<file path="src/rtl/fft_frame_sequencer_if.sv">
// Stream bundle between the frame sequencer, its upstream sample source and the FFT core
// sink, plus the snooped FFT source handshake.
interface fft_frame_sequencer_if #(
   parameter int DATA_W = 14,
   parameter int PTS_W  = 11
);
   logic              in_valid;
   logic              in_ready;
   logic [DATA_W-1:0] in_real;
   logic [DATA_W-1:0] in_imag;

   logic              sink_valid;
   logic              sink_ready;
   logic              sink_sop;
   logic              sink_eop;
   logic [1:0]        sink_error;
   logic [DATA_W-1:0] sink_real;
   logic [DATA_W-1:0] sink_imag;
   logic [PTS_W-1:0]  fftpts_in;
   logic              inverse;

   logic              mon_src_valid;
   logic              mon_src_ready;
   logic              mon_src_eop;
   logic [1:0]        mon_src_error;

   modport master (
      input  in_valid, in_real, in_imag, sink_ready,
             mon_src_valid, mon_src_ready, mon_src_eop, mon_src_error,
      output in_ready, sink_valid, sink_sop, sink_eop, sink_error,
             sink_real, sink_imag, fftpts_in, inverse
   );

   modport slave (
      output in_valid, in_real, in_imag, sink_ready,
             mon_src_valid, mon_src_ready, mon_src_eop, mon_src_error,
      input  in_ready, sink_valid, sink_sop, sink_eop, sink_error,
             sink_real, sink_imag, fftpts_in, inverse
   );
endinterface

</file>
<file path="src/rtl/fft_frame_sequencer.sv">
// Cuts a continuous sample stream into FFT frames of the configured size and throttles
// frame issue against the number of frames still held inside the FFT core.
module fft_frame_sequencer #(
   parameter int DATA_W       = 14,
   parameter int PTS_W        = 11,
   parameter int MAX_INFLIGHT = 2
) (
   input  logic                  clk,
   input  logic                  reset_n,
   input  logic                  run,
   input  logic [PTS_W-1:0]      cfg_fftpts,
   input  logic                  cfg_inverse,
   input  logic                  err_clr,
   fft_frame_sequencer_if.master bus,
   output logic                  busy,
   output logic [1:0]            inflight,
   output logic [15:0]           frame_count,
   output logic                  err_cfg,
   output logic                  err_fft
);

   typedef enum logic [1:0] {S_IDLE, S_WAIT, S_STREAM} state_t;

   localparam logic [1:0] MAX_Q = 2'(MAX_INFLIGHT);

   state_t           state_q, state_d;
   logic [PTS_W-1:0] cnt_q, cnt_d;
   logic [PTS_W-1:0] fftpts_q, fftpts_d;
   logic             inv_q, inv_d;
   logic [1:0]       inflight_q, inflight_d;
   logic [15:0]      fcount_q, fcount_d;
   logic             err_cfg_q, err_cfg_d;
   logic             err_fft_q, err_fft_d;

   logic cfg_legal;
   logic sink_valid, in_ready, sop, eop;
   logic beat, eop_beat, done, start;
   logic latch, cfg_err_set;

   always_comb begin
      case (cfg_fftpts)
         PTS_W'(64), PTS_W'(128), PTS_W'(256), PTS_W'(512), PTS_W'(1024): cfg_legal = 1'b1;
         default: cfg_legal = 1'b0;
      endcase
   end

   assign beat     = sink_valid & bus.sink_ready;
   assign eop_beat = beat & eop;
   assign done     = bus.mon_src_valid & bus.mon_src_ready & bus.mon_src_eop;

   // Start is judged against the occupancy after this cycle's issue/retire events.
   always_comb begin
      inflight_d = inflight_q;
      if (eop_beat && !done) begin
         inflight_d = inflight_q + 2'd1;
      end else if (done && !eop_beat && (inflight_q != 2'd0)) begin
         inflight_d = inflight_q - 2'd1;
      end
   end

   assign start = run & cfg_legal & (inflight_d < MAX_Q);

   always_ff @(posedge clk) begin
      if (!reset_n) begin
         state_q <= S_IDLE;
      end else begin
         state_q <= state_d;
      end
   end

   always_comb begin
      state_d     = state_q;
      latch       = 1'b0;
      cfg_err_set = 1'b0;
      case (state_q)
         S_IDLE: begin
            if (run && !cfg_legal) begin
               cfg_err_set = 1'b1;
            end else if (start) begin
               state_d = S_STREAM;
               latch   = 1'b1;
            end else if (run) begin
               state_d = S_WAIT;
            end
         end
         S_WAIT: begin
            if (start) begin
               state_d = S_STREAM;
               latch   = 1'b1;
            end else if (!run) begin
               state_d = S_IDLE;
            end
         end
         S_STREAM: begin
            if (eop_beat) begin
               if (start) begin
                  latch = 1'b1;
               end else if (run && cfg_legal) begin
                  state_d = S_WAIT;
               end else begin
                  state_d     = S_IDLE;
                  cfg_err_set = run & ~cfg_legal;
               end
            end
         end
         default: state_d = S_IDLE;
      endcase
   end

   always_comb begin
      sink_valid = 1'b0;
      in_ready   = 1'b0;
      sop        = 1'b0;
      eop        = 1'b0;
      if (state_q == S_STREAM) begin
         sink_valid = bus.in_valid;
         in_ready   = bus.sink_ready;
         sop        = (cnt_q == '0);
         eop        = (cnt_q == fftpts_q - PTS_W'(1));
      end
   end

   always_comb begin
      cnt_d = cnt_q;
      if (beat) begin
         cnt_d = eop ? '0 : cnt_q + PTS_W'(1);
      end
      fftpts_d  = latch ? cfg_fftpts  : fftpts_q;
      inv_d     = latch ? cfg_inverse : inv_q;
      fcount_d  = fcount_q + 16'(eop_beat);
      // Set conditions dominate a same-cycle clear.
      err_cfg_d = cfg_err_set | (err_cfg_q & ~err_clr);
      err_fft_d = (bus.mon_src_valid & (bus.mon_src_error != 2'b00)) | (err_fft_q & ~err_clr);
   end

   always_ff @(posedge clk) begin
      if (!reset_n) begin
         cnt_q      <= '0;
         fftpts_q   <= PTS_W'(1024);
         inv_q      <= 1'b0;
         inflight_q <= '0;
         fcount_q   <= '0;
         err_cfg_q  <= 1'b0;
         err_fft_q  <= 1'b0;
      end else begin
         cnt_q      <= cnt_d;
         fftpts_q   <= fftpts_d;
         inv_q      <= inv_d;
         inflight_q <= inflight_d;
         fcount_q   <= fcount_d;
         err_cfg_q  <= err_cfg_d;
         err_fft_q  <= err_fft_d;
      end
   end

   assign bus.sink_valid = sink_valid;
   assign bus.in_ready   = in_ready;
   assign bus.sink_sop   = sop;
   assign bus.sink_eop   = eop;
   assign bus.sink_error = 2'b00;
   assign bus.sink_real  = DATA_W'(bus.in_real);
   assign bus.sink_imag  = DATA_W'(bus.in_imag);
   assign bus.fftpts_in  = fftpts_q;
   assign bus.inverse    = inv_q;

   assign busy        = (state_q != S_IDLE);
   assign inflight    = inflight_q;
   assign frame_count = fcount_q;
   assign err_cfg     = err_cfg_q;
   assign err_fft     = err_fft_q;

endmodule

</file>
<file path="src/flat_wrapper.sv">
// flat-port wrapper written by rule: the top's interface ports become plain ports
module fft_frame_sequencer_flat 
#(
   parameter int DATA_W       = 14,
   parameter int PTS_W        = 11,
   parameter int MAX_INFLIGHT = 2
)
  (clk, reset_n, run, cfg_fftpts, cfg_inverse, err_clr, busy, inflight, frame_count, err_cfg, err_fft, bus_in_valid, bus_in_real, bus_in_imag, bus_sink_ready, bus_mon_src_valid, bus_mon_src_ready, bus_mon_src_eop, bus_mon_src_error, bus_in_ready, bus_sink_valid, bus_sink_sop, bus_sink_eop, bus_sink_error, bus_sink_real, bus_sink_imag, bus_fftpts_in, bus_inverse);
  fft_frame_sequencer_if #(.DATA_W(DATA_W), .PTS_W(PTS_W)) bus_i ();
  input  logic clk;
  input  logic reset_n;
  input  logic run;
  input  logic [PTS_W-1:0] cfg_fftpts;
  input  logic cfg_inverse;
  input  logic err_clr;
  output logic busy;
  output logic [1:0] inflight;
  output logic [15:0] frame_count;
  output logic err_cfg;
  output logic err_fft;
  input wire logic [$bits(bus_i.in_valid)-1:0] bus_in_valid;
  input wire logic [$bits(bus_i.in_real)-1:0] bus_in_real;
  input wire logic [$bits(bus_i.in_imag)-1:0] bus_in_imag;
  input wire logic [$bits(bus_i.sink_ready)-1:0] bus_sink_ready;
  input wire logic [$bits(bus_i.mon_src_valid)-1:0] bus_mon_src_valid;
  input wire logic [$bits(bus_i.mon_src_ready)-1:0] bus_mon_src_ready;
  input wire logic [$bits(bus_i.mon_src_eop)-1:0] bus_mon_src_eop;
  input wire logic [$bits(bus_i.mon_src_error)-1:0] bus_mon_src_error;
  output wire logic [$bits(bus_i.in_ready)-1:0] bus_in_ready;
  output wire logic [$bits(bus_i.sink_valid)-1:0] bus_sink_valid;
  output wire logic [$bits(bus_i.sink_sop)-1:0] bus_sink_sop;
  output wire logic [$bits(bus_i.sink_eop)-1:0] bus_sink_eop;
  output wire logic [$bits(bus_i.sink_error)-1:0] bus_sink_error;
  output wire logic [$bits(bus_i.sink_real)-1:0] bus_sink_real;
  output wire logic [$bits(bus_i.sink_imag)-1:0] bus_sink_imag;
  output wire logic [$bits(bus_i.fftpts_in)-1:0] bus_fftpts_in;
  output wire logic [$bits(bus_i.inverse)-1:0] bus_inverse;
  assign bus_i.in_valid = bus_in_valid;
  assign bus_i.in_real = bus_in_real;
  assign bus_i.in_imag = bus_in_imag;
  assign bus_i.sink_ready = bus_sink_ready;
  assign bus_i.mon_src_valid = bus_mon_src_valid;
  assign bus_i.mon_src_ready = bus_mon_src_ready;
  assign bus_i.mon_src_eop = bus_mon_src_eop;
  assign bus_i.mon_src_error = bus_mon_src_error;
  assign bus_in_ready = bus_i.in_ready;
  assign bus_sink_valid = bus_i.sink_valid;
  assign bus_sink_sop = bus_i.sink_sop;
  assign bus_sink_eop = bus_i.sink_eop;
  assign bus_sink_error = bus_i.sink_error;
  assign bus_sink_real = bus_i.sink_real;
  assign bus_sink_imag = bus_i.sink_imag;
  assign bus_fftpts_in = bus_i.fftpts_in;
  assign bus_inverse = bus_i.inverse;
  fft_frame_sequencer #(.DATA_W(DATA_W), .PTS_W(PTS_W), .MAX_INFLIGHT(MAX_INFLIGHT)) u_core (.clk(clk), .reset_n(reset_n), .run(run), .cfg_fftpts(cfg_fftpts), .cfg_inverse(cfg_inverse), .err_clr(err_clr), .bus(bus_i), .busy(busy), .inflight(inflight), .frame_count(frame_count), .err_cfg(err_cfg), .err_fft(err_fft));
endmodule
</file>
<file path="config.mk">
export PLATFORM = sky130hd
export DESIGN_NAME = fft_frame_sequencer_flat
export DESIGN_NICKNAME = d
export VERILOG_FILES = /design/src/rtl/fft_frame_sequencer_if.sv /design/src/rtl/fft_frame_sequencer.sv /design/src/flat_wrapper.sv
export SDC_FILE = /design/constraint.sdc
export NUM_CORES = 1
export LEC_CHECK = 0
export BUFFER_PORTS_ARGS = -buffer_cell sky130_fd_sc_hd__buf_2
export CAP_MARGIN = 20
export CORE_MARGIN = 5
export CORE_UTILIZATION = 43
export DETAILED_ROUTE_END_ITERATION = 7
export PLACE_DENSITY = 0.85
export SKIP_CTS_REPAIR_TIMING = 1
export SYNTH_ARGS = -nofsm -noshare
export SYNTH_HDL_FRONTEND = slang
export SYNTH_SLANG_ARGS = --single-unit
</file>
<file path="constraint.sdc">
create_clock -name clk -period 2.7 [get_ports clk]
set_input_delay 0.54 -clock clk [delete_from_list [all_inputs] [get_ports clk]]
set_output_delay 0.54 -clock clk [all_outputs]
set_load 0.01 [all_outputs]
</file>
# After elaboration in Yosys (flattened, before gate mapping)
# Index checks and enable logic that the tools add are counted.
[word_totals]
reg_bits = 45
in_bits = 51
output_inout_bits = 67
elab_cells = 82
[op_classes]
add_sub_neg = 5
order_cmp = 1
eq_ne = 13
muxes = 26
n_bitwise = 14
n_reduce_logical = 15
[ops]
columns = ["cell", "n"]
rows = [
  ["2-to-1 mux 2 bit", 9],
  ["adder 16 x 1 -> 16 bit", 1],
  ["2-to-1 mux 1 bit", 13],
  ["adder 11 x 1 -> 11 bit (second input constant)", 1],
  ["equality test 11 x 10 -> 1 bit (second input constant)", 1],
  ["equality test 11 bit", 1],
  ["equality test 11 bit (second input constant)", 1],
  ["equality test 11 x 7 -> 1 bit (second input constant)", 1],
  ["equality test 11 x 8 -> 1 bit (second input constant)", 1],
  ["equality test 11 x 9 -> 1 bit (second input constant)", 1],
  ["logical NOT 11 bit", 1],
  ["2-to-1 mux 11 bit", 1],
  ["subtractor 11 x 1 -> 11 bit (second input constant)", 1],
  ["bitwise AND 1 bit", 10],
  ["inequality test 3 x 2 -> 1 bit (second input constant)", 2],
  ["case mux 2 bit (3 select lines)", 1],
  ["nonzero test 2 bit", 3],
  ["logical AND 1 bit", 5],
  ["AND reduction 5 bit", 1],
  ["OR reduction 5 bit", 1],
  ["inequality test 2 bit (second input constant)", 2],
  ["logical NOT 1 bit", 3],
  ["case mux 1 bit (3 select lines)", 1],
  ["adder 2 x 1 -> 2 bit (second input constant)", 1],
  ["other kinds (9)", 11],
]

# Depth between registers and ports, before layout
# Gate-level depths: netlist of the first run.
[depth]
word_depth = 15
mapped_depth = 14
mapped_depth_nobuf = 13

# Worst setup path before layout of the first run
# OpenSTA, ideal clock, no wires.
[synth_path]
path_kind = "register to register"
start = "reg u_core.fftpts_q[0], in the netlist u_core.bus.fftpts_in[0]"
end = "reg u_core.fcount_q[6], in the netlist u_core.frame_count[6]"
setup_time_ns = 0.076
arrival_time_ns = 2.816
required_ns = 2.624
path_slack_ns = -0.192
path_stages_with_launch = 15
n_path_buf = 1
path_cell_list = "dfxtp_1 inv_1 ha_1 or4b_2 nor4_1 a32o_1 a21o_4 nand4_4 inv_1 ha_1 ha_1 clkbuf_1 nand2_1 or3_1 a21boi_0"
[synth_via]
elab_chain_cells = 5
[synth_rtl]
columns = ["item", "line", "text"]
rows = [
  ["from (decl)", "fft_frame_sequencer.sv:28", "logic [PTS_W-1:0] fftpts_q, fftpts_d;"],
  ["from (signal assigned)", "fft_frame_sequencer.sv:147", "fftpts_q <= fftpts_d;"],
  ["subtractor 11 x 1 -> 11 bit", "fft_frame_sequencer.sv:119", "eop = (cnt_q == fftpts_q - PTS_W'(1));"],
  ["equality test 11 bit", "fft_frame_sequencer.sv:119", ""],
  ["2-to-1 mux 1 bit", "fft_frame_sequencer.sv:115", "if (state_q == S_STREAM) begin"],
  ["bitwise AND 1 bit", "fft_frame_sequencer.sv:48", "assign eop_beat = beat & eop;"],
  ["adder 16 x 1 -> 16 bit", "fft_frame_sequencer.sv:130", "fcount_d = fcount_q + 16'(eop_beat);"],
  ["to (signal assigned)", "fft_frame_sequencer.sv:150", "fcount_q <= fcount_d;"],
  ["to (decl)", "fft_frame_sequencer.sv:31", "logic [15:0] fcount_q, fcount_d;"],
]
# No other way between the ends.
# A chain may end at the register's enable or synchronous reset.

# Final worst setup path of the first run
[layout_path]
start = "reg u_core.fftpts_q[0], in the netlist u_core.bus.fftpts_in[0]"
end = "out bus_sink_eop"
[layout_via]
elab_chain_cells = 3
[layout_rtl]
columns = ["item", "line", "text"]
rows = [
  ["subtractor 11 x 1 -> 11 bit", "fft_frame_sequencer.sv:119", ""],
  ["equality test 11 bit", "fft_frame_sequencer.sv:119", ""],
  ["2-to-1 mux 1 bit", "fft_frame_sequencer.sv:115", ""],
  ["to (decl)", "flat_wrapper.sv:32", "output wire logic [$bits(bus_i.sink_eop)-1:0] bus_sink_eop;"],
]
# No other way between the ends.

==> out/metrics.cfg, run 1 <==
[floorplan]
die_area_um2 = 8060
die_span_in_x_um = 89.8
ports_placed_on_the_boundary = 118
die_h_um = 89.8
initial_utilization_pct = 43.6
floorplan.core_area_um2 = 6280
placement_rows = 29

[setup_path]
critical_path_required_ps = 2160
crit_path_max_fanout = 6
category_of_the_most_critical_setup_path = reg -> out
worstSetupEndpointType = output pin
timing.critical_path.arrival_ps = 2160
r2r.worst_path.cells = 9
worstSetupStartpointType = flop

[synth]
ys_async_sr_fraction_pct = 0
synth_cell_types = 52
yosys_register_bits = 45
synthTopCellsByArea = sky130_fd_sc_hd__dfxtp_1, sky130_fd_sc_hd__buf_4, sky130_fd_sc_hd__xnor2_1, sky130_fd_sc_hd__xor2_1, sky130_fd_sc_hd__and2_1
syn-mean-instance-area_um2 = 8.66
synth_enable_flop_cells = 0
synth_area_leader_cell = sky130_fd_sc_hd__dfxtp_1
synth.cells.most_frequent = sky130_fd_sc_hd__dfxtp_1, sky130_fd_sc_hd__buf_4, sky130_fd_sc_hd__nand2_1
synth-main-ff-cell = sky130_fd_sc_hd__dfxtp_1
yosys_warnings = 0
syn-instance-count = 316
post-synth-top-count-cell = sky130_fd_sc_hd__dfxtp_1
synth.cell_area_um2 = 2740
share_of_yosys_cell_area_claimed_by_the_top_area_cell_type_pct = 32.9
synth.yosys.seq_area_share_pct = 32.9

[hold_path]
min_path_cells = 2
min_path_type = reg -> reg

[timing]
hold_violations = 0
timing.fmax_ghz = 0.371
fraction_of_the_cycle_the_final_worst_path_needs_pct = 99.8
unrepaired_setup_endpoints_after_global_routing = yes
final.setup_skew_ps = 5.78
setup_slack_ps = 4.54
finalWorstPathRequiredPeriod_ps = 2700
final-max-slew-violation-count = 0
setup_viol = 0

[power]
design_power_total_mw = 1.23
p_per_cell_area_nw_per_um2 = 382
power.ir.vdd_worst_v = 0.000260
power.leakage_nw = 1.45

[clocking]
cts.root.buffer_cell = sky130_fd_sc_hd__clkbuf_8
clock_insertion_delay_worst_skew_ps = 300
clk_sinks = 45
clkSlewWorstSetupHoldPaths_ps = 80
clock_path_buffers = 2
cts_htree_levels = 2
cts-buffers-inserted = 5
cts_tree = yes

[job]
drv.max_cap_violation_count = 0

[routing]
detail_route.wirelength_mm = 6.63
route.antenna.remaining_nets = 0
drt-initial-drc-count = 106
vias = 2332
drt-vias-per-instance = 5.32
wire_per_inst_um = 15.1
drt_pre_antenna_iters = 5
post-route-drc-count = 0

[cells_and_area]
fin_nets = 417
postLayoutCellArea_um2 = 3220
final_layout_size_suffix_gt1_share_pct = 32.4
area_growth_syn_to_layout_pct = 17.6
post_layout_nonfiller_instances = 438
utilization_pct = 51.2
antenna-diode-count = 0

[global_route]
groute.usage.overall_pct = 15.0
first_global_vias = 2252
antenna_violations_before_repair = 0
grt_remaining_overflow = 0
grt-busiest-layer = met2
use_met3_pct = 3.67
grt_max_degree = 23
met1_usage_pct = 16.9
use_met2_pct = 25.5
grt_pass1_wl_mm = 10.3

[placed_design]
post-place-ws_ps = -59.0
dp.final_hpwl_mm = 4.90
gp_routability_congestion = 0.832
port_buffers = 59
postPlaceCellArea_um2 = 3000
place_inst = 427

[status]
status = completed

## metrics by stage
| step | hold WS [ps] | TNS (ps) |
|---|---|---|
| 6_report | 463 | 0 |
| 5_1_grt | 483 | -268 |
| 4_1_cts | 468 | -259 |
| 3_5_place_dp | 454 | -198 |
| 3_3_place_gp | 449 | 0 |
| 2_1_floorplan | 479 | 0 |
## final cells by class
cell class	count	area, um2
sequential	45	906
inverter	10	37.5
timing repair buffer	80	463
fill	549	3060
tap	77	96.3
clock buffer	6	72.6
multi-input combinational	218	1600
clock inverter	2	38.8
## kinds of logic (layout without fill, tap and decap cells)
family	after synthesis	in the layout	synth area share [%]
and+or+nand+nor	137	137	29.2
muxes	8	8	2.93
DFF	45	45	32.9
other	1	2	0.137
buffers and inverters	54	98	11.8
AOI/OAI and AO/OA	27	27	8.05
xor gates and xnor gates	38	38	12.2
adders and majority gates	6	6	2.74
## critical path, cell delays in order (launching register included)
cell and delay [ps]:
sky130_fd_sc_hd__dfxtp_2 330, sky130_fd_sc_hd__inv_1 50, sky130_fd_sc_hd__ha_2 180, sky130_fd_sc_hd__nor3b_2 170, sky130_fd_sc_hd__buf_4 190, sky130_fd_sc_hd__mux2i_1 250
sky130_fd_sc_hd__nand3b_1 150, sky130_fd_sc_hd__a31oi_2 210, sky130_fd_sc_hd__and3_1 210, sky130_fd_sc_hd__buf_6 110
## power breakdown
group / switching [mW] / leakage [nW] / internal [mW] / total [mW]
clock: 0.237 / 0.0554 / 0.278 / 0.515
sequential: 0.000973 / 0.365 / 0.665 / 0.666
combinational: 0.0266 / 1.03 / 0.0226 / 0.0492
total: 0.264 / 1.45 / 0.966 / 1.23
## worst paths after layout
check                     startpoint                 endpoint  slack [ps]
max          u_core.bus.fftpts_in[0]             bus_sink_eop           5
min               u_core.bus.inverse       u_core.bus.inverse         460
max reg2reg  u_core.bus.fftpts_in[2]  u_core.bus.fftpts_in[9]          30
min reg2reg       u_core.bus.inverse       u_core.bus.inverse         460
## state kept, by name, summed over array words and instances (netlist names)
name,flops
u_core.frame_count,16
u_core.bus.fftpts_in,11
u_core.cnt_q,11
u_core.inflight,2
u_core.state_q,2
u_core.bus.inverse,1
u_core.err_cfg,1
u_core.err_fft,1
## routing by layer
metal	wire length (um)	part of all wire, %
met3	344	5.2
met4	245	3.7
met2	3260	49
met5	0	0
met1	2770	42
## placed cells by master (no fill, tap or decap), types with 2 or more instances in the layout
| cell type | instances |
|---|---|
| sky130_fd_sc_hd__buf_4 | 20 |
| sky130_fd_sc_hd__and2_1 | 18 |
| sky130_fd_sc_hd__or4_4 | 2 |
| sky130_fd_sc_hd__nand4_1 | 7 |
| sky130_fd_sc_hd__xnor2_1 | 20 |
| sky130_fd_sc_hd__mux2i_1 | 8 |
| sky130_fd_sc_hd__xor2_1 | 18 |
| sky130_fd_sc_hd__nand3_1 | 17 |
| sky130_fd_sc_hd__ha_2 | 2 |
| sky130_fd_sc_hd__o21ai_0 | 6 |
| sky130_fd_sc_hd__or4_1 | 2 |
| sky130_fd_sc_hd__a21oi_1 | 2 |
| sky130_fd_sc_hd__and3_1 | 13 |
| sky130_fd_sc_hd__nand3b_1 | 4 |
| sky130_fd_sc_hd__inv_1 | 10 |
| sky130_fd_sc_hd__a21boi_1 | 2 |
| sky130_fd_sc_hd__conb_1 | 2 |
| sky130_fd_sc_hd__dfxtp_1 | 41 |
| sky130_fd_sc_hd__nor2_1 | 20 |
| sky130_fd_sc_hd__dfxtp_2 | 4 |
| sky130_fd_sc_hd__and3_4 | 2 |
| sky130_fd_sc_hd__nor3_2 | 2 |
| sky130_fd_sc_hd__ha_1 | 3 |
| sky130_fd_sc_hd__nand2_1 | 22 |
| sky130_fd_sc_hd__nand2b_1 | 3 |
| sky130_fd_sc_hd__a21o_1 | 2 |
| sky130_fd_sc_hd__a21boi_0 | 2 |
| sky130_fd_sc_hd__nor3_1 | 3 |
| sky130_fd_sc_hd__clkbuf_8 | 5 |
| sky130_fd_sc_hd__buf_2 | 58 |
| sky130_fd_sc_hd__buf_6 | 2 |
| sky130_fd_sc_hd__nor2b_1 | 6 |
Power figures use the tool's default switching activity.
==> run 2, diff against run 1 <==
ABC_AREA = 1   (was unset)
PLACE_DENSITY = 0.84   (was 0.85)
==> out/metrics.cfg, run 2 <==
[routing]
vias = 3149
wire_per_inst_um = 13.1
post-route-drc-count = 0
drt_pre_antenna_iters = 4
detail_route.wirelength_mm = 8.09
route.antenna.remaining_nets = 0
drt-vias-per-instance = 5.12
drt-initial-drc-count = 228

[synth]
synth.yosys.seq_area_share_pct = 30.3
post-synth-top-count-cell = sky130_fd_sc_hd__nand2_1
yosys_warnings = 0
syn-instance-count = 445
ys_async_sr_fraction_pct = 0
synth_area_leader_cell = sky130_fd_sc_hd__dfxtp_1
synth_enable_flop_cells = 0
yosys_register_bits = 45
synth_cell_types = 38
synth.cell_area_um2 = 2970
syn-mean-instance-area_um2 = 6.67
synth-main-ff-cell = sky130_fd_sc_hd__dfxtp_1
synth.cells.most_frequent = sky130_fd_sc_hd__nand2_1, sky130_fd_sc_hd__inv_1, sky130_fd_sc_hd__dfxtp_1
share_of_yosys_cell_area_claimed_by_the_top_area_cell_type_pct = 30.3
synthTopCellsByArea = sky130_fd_sc_hd__dfxtp_1, sky130_fd_sc_hd__nand2_1, sky130_fd_sc_hd__buf_4, sky130_fd_sc_hd__inv_1, sky130_fd_sc_hd__nand3_1

[floorplan]
ports_placed_on_the_boundary = 118
initial_utilization_pct = 44.0
placement_rows = 30
die_area_um2 = 8670
die_h_um = 93.1
die_span_in_x_um = 93.1
floorplan.core_area_um2 = 6760

[global_route]
first_global_vias = 2965
grt_pass1_wl_mm = 13.0
met1_usage_pct = 21.2
grt_remaining_overflow = 0
grt_max_degree = 26
groute.usage.overall_pct = 18.1
use_met2_pct = 32.0
grt-busiest-layer = met2
use_met3_pct = 3.70
antenna_violations_before_repair = 0

[cells_and_area]
area_growth_syn_to_layout_pct = 31.4
postLayoutCellArea_um2 = 3900
largest_reg_flops = 16
top_library_cells_by_usage_in_the_layout_fill_and_taps_aside = sky130_fd_sc_hd__nand2_1, sky130_fd_sc_hd__buf_2, sky130_fd_sc_hd__buf_4
post_layout_nonfiller_instances = 615
fin_nets = 591
final_layout_size_suffix_gt1_share_pct = 38.1
antenna-diode-count = 0
final.fill_count = 581
leading_cell_type_in_the_layout_fill_and_taps_excluded = sky130_fd_sc_hd__nand2_1

[setup_path]
r2r.worst_path.cells = 21
worstSetupEndpointType = flop
crit_path_max_fanout = 4
timing.reg2reg.setup_slack_ps = -340
category_of_the_most_critical_setup_path = reg -> reg
timing.critical_path.arrival_ps = 3220
worstSetupStartpointType = flop
critical_path_required_ps = 2880
regToRegEndpoint = u_core.frame_count[15]
timing.rr.start = u_core.bus.fftpts_in[1]

[hold_path]
min-delay-start = u_core.bus.inverse
min_path_cells = 2
min_path_type = reg -> reg
worst_hold_path.endpoint = u_core.bus.inverse

[timing]
unrepaired_setup_endpoints_after_global_routing = yes
hold_violations = 0
timing.fmax_ghz = 0.329
final.setup_skew_ps = 13.3
setup_slack_ps = -337
whs_ps = 458
fraction_of_the_cycle_the_final_worst_path_needs_pct = 112
setup_viol = 6
finalWorstPathRequiredPeriod_ps = 3040
final-max-slew-violation-count = 0
tns_ps = -1420

[clocking]
cts_tree = yes
clk_sinks = 45
clock_insertion_delay_worst_skew_ps = 310
cts.root.buffer_cell = sky130_fd_sc_hd__clkbuf_8
clock_path_buffers = 2
cts-buffers-inserted = 5
cts_htree_levels = 2
clkSlewWorstSetupHoldPaths_ps = 90

[placed_design]
postPlaceCellArea_um2 = 3560
port_buffers = 59
place_inst = 597
dp.final_hpwl_mm = 6.14
gp_routability_congestion = 0.888

[job]
drv.max_cap_violation_count = 0

[power]
p_per_cell_area_nw_per_um2 = 364
power.leakage_nw = 1.97
power.ir.vdd_worst_v = 0.000249

[status]
failed_checks = setup timing
status = complete, but fails checks

## run 2: cell types whose count changed after synthesis, sizes merged, moves of 17 or more
cell   previous run  this run
a21oi             3        27
nor2             20        50
and2             18         1
inv              10        67
nand2            23       107
xnor2            20         3
nand3            17        39
## run 2: per-layer routing
metal	vias to the layer above	wire length, um
li1	1570	-
met1	1442	3350
met2	109	4070
met3	28	456
met4	0	220
met5	-	0
## run 2: cells by family after synthesis
family / after synthesis / share of synthesized area [%]
compound gates: 49 / 8.85
flops: 45 / 30.3
buf+inv: 104 / 17.2
xor+xnor: 9 / 2.65
simple gates: 231 / 38.3
other cells: 1 / 0.126
fa+ha+maj: 6 / 2.53
## run 2: layout make-up
cell class | instances | area [um2] | share of cell area (%)
Multi-Input combinational cell | 297 | 1760 | 45.1
Sequential cell | 45 | 910 | 23.3
Timing Repair Buffer | 118 | 738 | 18.9
Inverter | 67 | 256 | 6.57
Tap cell | 80 | 100 | 2.56
Clock buffer | 5 | 68.8 | 1.76
Clock inverter | 3 | 68.8 | 1.76
## run 2: how the worst max path moves through the flow
stage	start	endpoint	slack [ps]	cells after the start
6_report	u_core.bus.fftpts_in[1]	u_core.frame_count[15]	-340	21
5_1_grt	u_core.bus.fftpts_in[1]	u_core.frame_count[15]	-510	24
4_1_cts	u_core.bus.fftpts_in[1]	u_core.frame_count[14]	-340	23
3_5_place_dp	u_core.bus.fftpts_in[1]	u_core.frame_count[14]	-300	23
3_3_place_gp	u_core.bus.fftpts_in[1]	u_core.frame_count[14]	-200	23
2_1_floorplan	u_core.bus.fftpts_in[0]	u_core.frame_count[14]	-210	23
## run 2: metrics by stage
| step | setup slack [ps] | util [%] | total power [mW] |
|---|---|---|---|
| after global routing | -514 | 57.8 | 1.47 |
| after CTS | -343 | 54.7 | 1.43 |
| after floorplan | -211 | - | 0.806 |
| after detailed placement | -305 | 52.7 | 0.815 |
| after global placement | -196 | 52.7 | 0.810 |
| final | -337 | 57.8 | 1.42 |
## run 2: worst max-delay path, stage by stage, from the launching register on
cell	delay, ps
sky130_fd_sc_hd__dfxtp_4	380
sky130_fd_sc_hd__inv_4	40
sky130_fd_sc_hd__ha_4	240
sky130_fd_sc_hd__or2_2	100
sky130_fd_sc_hd__nand2_1	60
sky130_fd_sc_hd__nor2_2	120
sky130_fd_sc_hd__nand3_2	90
sky130_fd_sc_hd__nor2_4	120
sky130_fd_sc_hd__nand4_4	110
sky130_fd_sc_hd__inv_2	90
sky130_fd_sc_hd__ha_4	150
sky130_fd_sc_hd__nand3_4	90
sky130_fd_sc_hd__nor2_4	120
sky130_fd_sc_hd__and3_4	200
sky130_fd_sc_hd__nand2_4	60
sky130_fd_sc_hd__nor2_4	110
sky130_fd_sc_hd__inv_2	60
sky130_fd_sc_hd__nor3_4	200
sky130_fd_sc_hd__inv_2	90
sky130_fd_sc_hd__nor4_4	250
sky130_fd_sc_hd__and3_1	190
sky130_fd_sc_hd__nor3_1	50
## run 2: power breakdown
part,switching (mW),internal [mW]
Clock,0.245,0.373
Sequential,0.00571,0.668
Combinational,0.0752,0.0530
Total,0.326,1.09
